File: config.mk
export PLATFORM = sky130hd
export DESIGN_NAME = pc_sequencer
export DESIGN_NICKNAME = d
export VERILOG_FILES = /design/src/rtl/mips_defs.sv /design/src/rtl/pc_range_chk.sv /design/src/rtl/pc_sequencer.sv
export SDC_FILE = /design/constraint.sdc
export NUM_CORES = 1
export LEC_CHECK = 0
export CORE_MARGIN = 8
export CORE_UTILIZATION = 44
export CTS_CLUSTER_SIZE = 25
export DETAILED_ROUTE_END_ITERATION = 10
export HOLD_SLACK_MARGIN = 0.02
export MAX_ROUTING_LAYER = met4
export PLACE_DENSITY = 0.85
export SLEW_MARGIN = 0
export SYNTH_ARGS = -nofsm -noshare
export SYNTH_HDL_FRONTEND = slang
export SYNTH_SLANG_ARGS = --single-unit
File: constraint.sdc
create_clock -name clk -period 1.9 [get_ports clk]
set_input_delay 0.57 -clock clk [delete_from_list [all_inputs] [get_ports clk]]
set_output_delay 0.57 -clock clk [all_outputs]
set_load 0.02 [all_outputs]
File: src/rtl/mips_defs.sv
// rtl/mips_defs.sv - shared fetch-stage constants and sequencer state encoding
package mips_defs;

  localparam logic [31:0] RESET_PC   = 32'h0000_3000;
  localparam logic [31:0] HANDLER_PC = 32'h0000_4180;
  localparam logic [31:0] IM_LO      = 32'h0000_3000;
  localparam logic [31:0] IM_HI      = 32'h0000_6FFC;

  typedef enum logic {
    RUN  = 1'b0,
    PEND = 1'b1
  } seq_state_t;

endpackage

File: src/rtl/pc_range_chk.sv
// rtl/pc_range_chk.sv - word-aligned, bounded address check (fetch or data side)
module pc_range_chk
  import mips_defs::*;
#(
  parameter logic [31:0] LO = IM_LO,
  parameter logic [31:0] HI = IM_HI
) (
  input  logic [31:0] addr,
  output logic        adel
);

  assign adel = (addr[1:0] != 2'b00) | (addr < LO) | (addr > HI);

endmodule

File: src/rtl/pc_sequencer.sv
// rtl/pc_sequencer.sv - F-stage PC register with stall, redirect and hold buffering
module pc_sequencer
  import mips_defs::*;
(
  input  logic        clk,
  input  logic        reset,
  input  logic [31:0] npc,
  input  logic        stall,
  input  logic        hold,
  input  logic        req,
  input  logic        eret,
  input  logic [31:0] epc,
  input  logic        d_is_bj,
  output logic [31:0] f_pc,
  output logic        f_bd,
  output logic        f_adel,
  output logic        f_flush,
  output logic        pend,
  output logic [31:0] fetch_cnt
);

  seq_state_t  state;
  logic [31:0] pend_pc;

  // A redirect (live, or buffered and now released) always squashes the F/D slot.
  assign f_flush = ~reset & ~hold & ((state == PEND) | req | eret);
  assign f_bd    = d_is_bj & ~f_flush;
  assign pend    = (state == PEND);

  pc_range_chk u_range (
    .addr (f_pc),
    .adel (f_adel)
  );

  always_ff @(posedge clk) begin
    if (reset) begin
      state     <= RUN;
      f_pc      <= RESET_PC;
      pend_pc   <= 32'h0;
      fetch_cnt <= 32'h0;
    end else begin
      case (state)
        RUN: begin
          if (hold) begin
            if (req) begin
              pend_pc <= HANDLER_PC;
              state   <= PEND;
            end else if (eret) begin
              pend_pc <= epc;
              state   <= PEND;
            end
          end else if (req) begin
            f_pc      <= HANDLER_PC;
            fetch_cnt <= fetch_cnt + 32'd1;
          end else if (eret) begin
            f_pc      <= epc;
            fetch_cnt <= fetch_cnt + 32'd1;
          end else if (!stall) begin
            f_pc      <= npc;
            fetch_cnt <= fetch_cnt + 32'd1;
          end
        end
        PEND: begin
          if (hold) begin
            // An exception outranks a buffered eret; a second eret is dropped.
            if (req) pend_pc <= HANDLER_PC;
          end else begin
            f_pc      <= req ? HANDLER_PC : pend_pc;
            fetch_cnt <= fetch_cnt + 32'd1;
            pend_pc   <= 32'h0;
            state     <= RUN;
          end
        end
        default: state <= RUN;
      endcase
    end
  end

endmodule

# Word level (Yosys, flattened, before mapping)
# Index checks and enable logic that the tools add are counted.
[word_totals]
ramBits = 0
in_bits = 71
latchBits = 0
word_cells = 49
rom_bits = 0
register_bits = 97
mem_count = 0
[classes]
order_cmp = 2
mux = 23
n_addsub = 1
n_shift = 0
eq_ne = 5
div_mod_pow = 0
bitwise_logic = 11
mul = 0
reduce_logical = 3
[op_table]
columns = ["op", "n"]
rows = [
  ["$mux 32", 15],
  ["$pmux 32 s2", 3],
  ["$add 32x1->32 const B", 1],
  ["$gt 32x15->1 const B", 1],
  ["$lt 32x14->1 const B", 1],
  ["$ne 2x2->1 const B", 3],
  ["$mux 1", 4],
  ["$ne 4x4->1 const B", 1],
  ["$not 1->1", 4],
  ["$or 1x1->1", 4],
  ["$and 1x1->1", 3],
  ["$ne 3x3->1 const B", 1],
  ["$reduce_and 3->1", 1],
  ["$pmux 1 s2", 1],
  ["$reduce_and 2->1", 1],
  ["$reduce_bool 2->1", 1],
]

# Longest topological paths before layout
[logic_depth]
word_depth = 6
depth_mapped = 7
depth_no_buf = 5

# Cells and area by module
# Synthesis repeated with hierarchy kept, for this count alone.
[hier_totals]
cells_unflattened = 524
area_unflattened_um2 = 4468.0
[by_module_without_submodules]
columns = ["module", "cells_each", "seq_area_each_um2", "instances", "area_per_inst_um2"]
rows = [
  ["pc_sequencer", 515, 1941.9, 1, 4413.0],
  ["pc_range_chk", 9, 0.0, 1, 55.1],
]

# Least setup slack after synthesis
# OpenSTA, ideal clock, no wires.
[synth_path]
kind = "in2out"
from = "input port eret"
to = "output port f_bd"
required_ns = 1.330
path_slack_ns = -0.574
arrival_time_ns = 1.904
cell_stages = 5
path_buffers = 2
path_cell_list = "buf_1 -> clkbuf_1 -> nor3_1 -> nor3_1 -> nor2b_1"
[synth_via]
elab_chain_len = 4
[synth_lines]
columns = ["item", "line_no", "source"]
rows = [
  ["start, declared", "pc_sequencer.sv:11", "input logic eret,"],
  ["$or 1x1->1", "pc_sequencer.sv:26", "assign f_flush = ~reset & ~hold & ((state == PEND) | req | eret);"],
  ["$and 1x1->1", "pc_sequencer.sv:26", ""],
  ["net f_flush", "pc_sequencer.sv:17", "output logic f_flush,"],
  ["$not 1->1", "pc_sequencer.sv:27", "assign f_bd = d_is_bj & ~f_flush;"],
  ["$and 1x1->1", "pc_sequencer.sv:27", ""],
  ["end, declared", "pc_sequencer.sv:15", "output logic f_bd,"],
]
# The timed path passes the listed nets, and every way through them passes these cells.

# Final worst setup path
[layout_path]
from = "register f_pc[0]"
to = "output port f_adel"
[layout_via]
elab_chain_len = 3
word_cells_on_any_way = 5
[layout_lines]
columns = ["item", "line_no", "source"]
rows = [
  ["start, declared", "pc_sequencer.sv:14", "output logic [31:0] f_pc,"],
  ["start signal, assigned", "pc_sequencer.sv:56", "f_pc <= epc;"],
  ["start signal, assigned", "pc_sequencer.sv:59", "f_pc <= npc;"],
  ["start signal, assigned", "pc_sequencer.sv:68", "f_pc <= req ? HANDLER_PC : pend_pc;"],
  ["$lt 32x14->1 / $reduce_bool 2->1 (equally long branches)", "pc_range_chk.sv:12", "assign adel = (addr[1:0] != 2'b00) | (addr < LO) | (addr > HI);"],
  ["$or 1x1->1", "pc_range_chk.sv:12", ""],
  ["$or 1x1->1 (*)", "pc_range_chk.sv:12", ""],
  ["end, declared", "pc_sequencer.sv:16", "output logic f_adel,"],
]
# Every way passes the cells marked *; elsewhere a longest branch is shown, timed or not.

==> impl_metrics.tcl <==
set metrics [dict create \
    multi_input_area_mm2 0.00309 \
    start_kind "flip-flop" \
    status "complete, but fails checks" \
    cp-end-kind "output port" \
    grt_max_degree 51 \
    final-setup-viol-count 2 \
    grt_use_total 0.228 \
    violations "setup timing" \
    die_w_um 123 \
    synthCells 632 \
    first_pass_iters 6 \
    synth-seq-cells 97 \
    dieArea_mm2 0.0152 \
    clk_latency_ns 0.34 \
    final_nets 879 \
    syn_nets 704 \
    fillers 866 \
    met1_length_mm 7.10 \
    finalWorstSetupSlack_ns -0.444 \
    p_per_area_mw_per_mm2 669 \
    synth_top_area_share 0.385 \
    dp_cells 930 \
    rsz0062_at_grt "true" \
    die_h_um 123 \
    grt_pass1_vias 5498 \
    synth-async-reset-ratio 0 \
    drt-vias-per-instance 5.89 \
    vias 5626 \
    synth.distinct_cells 38 \
    fp-row-count 39 \
    initial_core_util 0.446 \
    layout.cells.non_filler 955 \
    yosys_warnings 0 \
    cp.required_ns 1.33 \
    fin_area_mm2 0.00757 \
    max-slew-margin-rel 0.616 \
    h-tree-depth 3 \
    post_dp_cell_area_mm2 0.00700 \
    yosys_most_used_dff "dfxtp_1" \
    yosys.area.top_type "dfxtp_1" \
    cp.arrival_ns 1.77 \
    synth.area.top_cells "dfxtp_1 (38%), a22oi_1 (8.3%), o21ai_0 (6.6%), mux2i_1 (6.3%), nor2_1 (5.9%)" \
    cap_violations 0 \
    n_antenna_cell 0 \
    syn_area_per_cell_um2 7.98 \
    gp_congestion 0.868 \
    areaGrowthSynthToFinish_pct 50.1 \
    clockBufferDepth 2 \
    grt_remaining_overflow 0 \
    synth_edf_count 0 \
    clk_pin_slew_worst_paths_ns 0.07 \
    wl_mm 17.6 \
    fin_crit_ns 2.34 \
    antenna_found_initial 0 \
    drc 0 \
    ir_drop_mv 0.504 \
    dp_hpwl_mm 12.1 \
    coreArea_mm2 0.0113 \
    fmax_ghz 0.427 \
    cts_tree "built" \
    yosysSeqAreaShare 0.385 \
    worstMarginPinSlew_ns 0.575 \
    cts_inserted_buffers 9 \
    utilization 0.669 \
    highest_layer "met4" \
    dr.first_iter.drc_count 654 \
    dp_slack_ns -0.787 \
    grt_pass1_wl_mm 27.3 \
    synth_area_mm2 0.00505 \
    root_buffer "clkbuf_16" \
    seq_area_mm2 0.00198 \
    post-route-period-util 1.23 \
    clock-sinks 97 \
    portBuffers 138 \
    final-max-slew-violation-count 0 \
    worstPathMaxFanout 2 \
    post_drt_wl_per_cell_um 18.4 \
    postRouteAntennaNets 0 \
    hold_viol_final 0 \
    met3_length_mm 1.24 \
    drive_gt1_frac 0.203 \
    leakage_uw 0.00332 \
    wl_met2_mm 8.71 \
    pin_count 139 \
    hp-class "reg2reg" \
    crit_type "reg2out" \
    finalClockSkew_ns 0.0104 \
]
[final cells by class]
class | count | share of cell area
Sequential cell | 97 | 0.261
Inverter | 5 | 0.00248
Clock inverter | 5 | 0.00843
Timing Repair Buffer | 218 | 0.262
Multi-Input combinational cell | 476 | 0.409
Tap cell | 143 | 0.0236
Clock buffer | 11 | 0.0334
[path summary, 6_finish.rpt]
check,start,endpoint,slack (ns),depth (start not counted)
setup reg to reg,fetch_cnt[0]$_SDFFE_PP0P_,fetch_cnt[23]$_SDFFE_PP0P_,0,5
hold / removal,fetch_cnt[19]$_SDFFE_PP0P_,fetch_cnt[19]$_SDFFE_PP0P_,0.52,2
hold reg to reg,fetch_cnt[19]$_SDFFE_PP0P_,fetch_cnt[19]$_SDFFE_PP0P_,0.52,2
setup / recovery,f_pc[0]$_SDFFE_PP0P_,f_adel,-0.44,7
[layout by cell type (no fill, tap or decap), types with 32 or more instances in the layout]
cell,Yosys,layout
nand2_1,50,49
buf_4,1,73
mux2i_1,32,32
clkdlybuf4s50_1,0,71
a22oi_1,56,56
dfxtp_1,97,76
o21ai_0,67,67
dlygate4sd2_1,0,53
nor2b_1,38,37
nor2_1,79,79
[through the flow]
step           total power [uW]  TNS (ns)  hold WS (ns)
6_report                   5060    -0.446         0.518
5_1_grt                    5260    -0.799         0.533
4_1_cts                    5040    -0.512         0.508
3_5_place_dp               3170    -54.61         0.479
3_3_place_gp               3140    -51.48         0.479
2_1_floorplan              2710    -0.158         0.488
[metal layers]
layer / GRT usage / up-vias
met4: 0.102 / 0
li1: - / 2636
met1: 0.262 / 2665
met2: 0.386 / 278
met3: 0.0356 / 47
met5: - / -
[state kept, by name, indices dropped and copies added, names as in the netlist]
signal	cells
pend	1
pend_pc	32
fetch_cnt	32
f_pc	32
[cells by family after synthesis]
logic type | Yosys count | share of synthesized area
compound gates | 156 | 0.194
xor+xnor | 11 | 0.0191
fa+ha+maj | 1 | 0.00248
buf+inv | 59 | 0.0486
flops | 97 | 0.385
mux | 40 | 0.0813
simple gates | 268 | 0.270
[Yosys cell counts (all sizes together) (2+ instances only)]
cell and number:
a21oi 15, nor4b 2, xnor2 9, nor2b 38
a221o 2, clkbuf 39, or3 6, nor3 35
a22oi 56, o221a 2, nand2 50, nand3 10
nor4 18, nand4 11, dfxtp 97, and4 3
mux2 8, buf 15, inv 5, xor2 2
nor2 79, o21ai 67, a211oi 3, o31ai 9
mux2i 32, or4 12
[critical path, stage by stage (launching register included)]
cell and delay, ns:
dfxtp_2 0.34, nor4_4 0.26, buf_4 0.17, nand2_4 0.05
nor4_2 0.15, buf_4 0.16, nand4_1 0.14, buf_6 0.18
[what timing repair did]
item | in CTS | in global routing
setup buffers | 2 | 8
gates resized for setup | 103 | 39
setup endpoints to repair | 151 | 53
hold endpoints to repair | 0 | 0
hold buffers | 0 | 0
pin swaps | 7 | 7
[where the power goes]
part / switching (uW) / total, uW / internal [uW]
Clock: 797 / 1900 / 1100
Sequential: 77.7 / 2200 / 2120
Combinational: 497 / 965 / 467
Total: 1370 / 5060 / 3690
(Power assumes the default switching activity.)
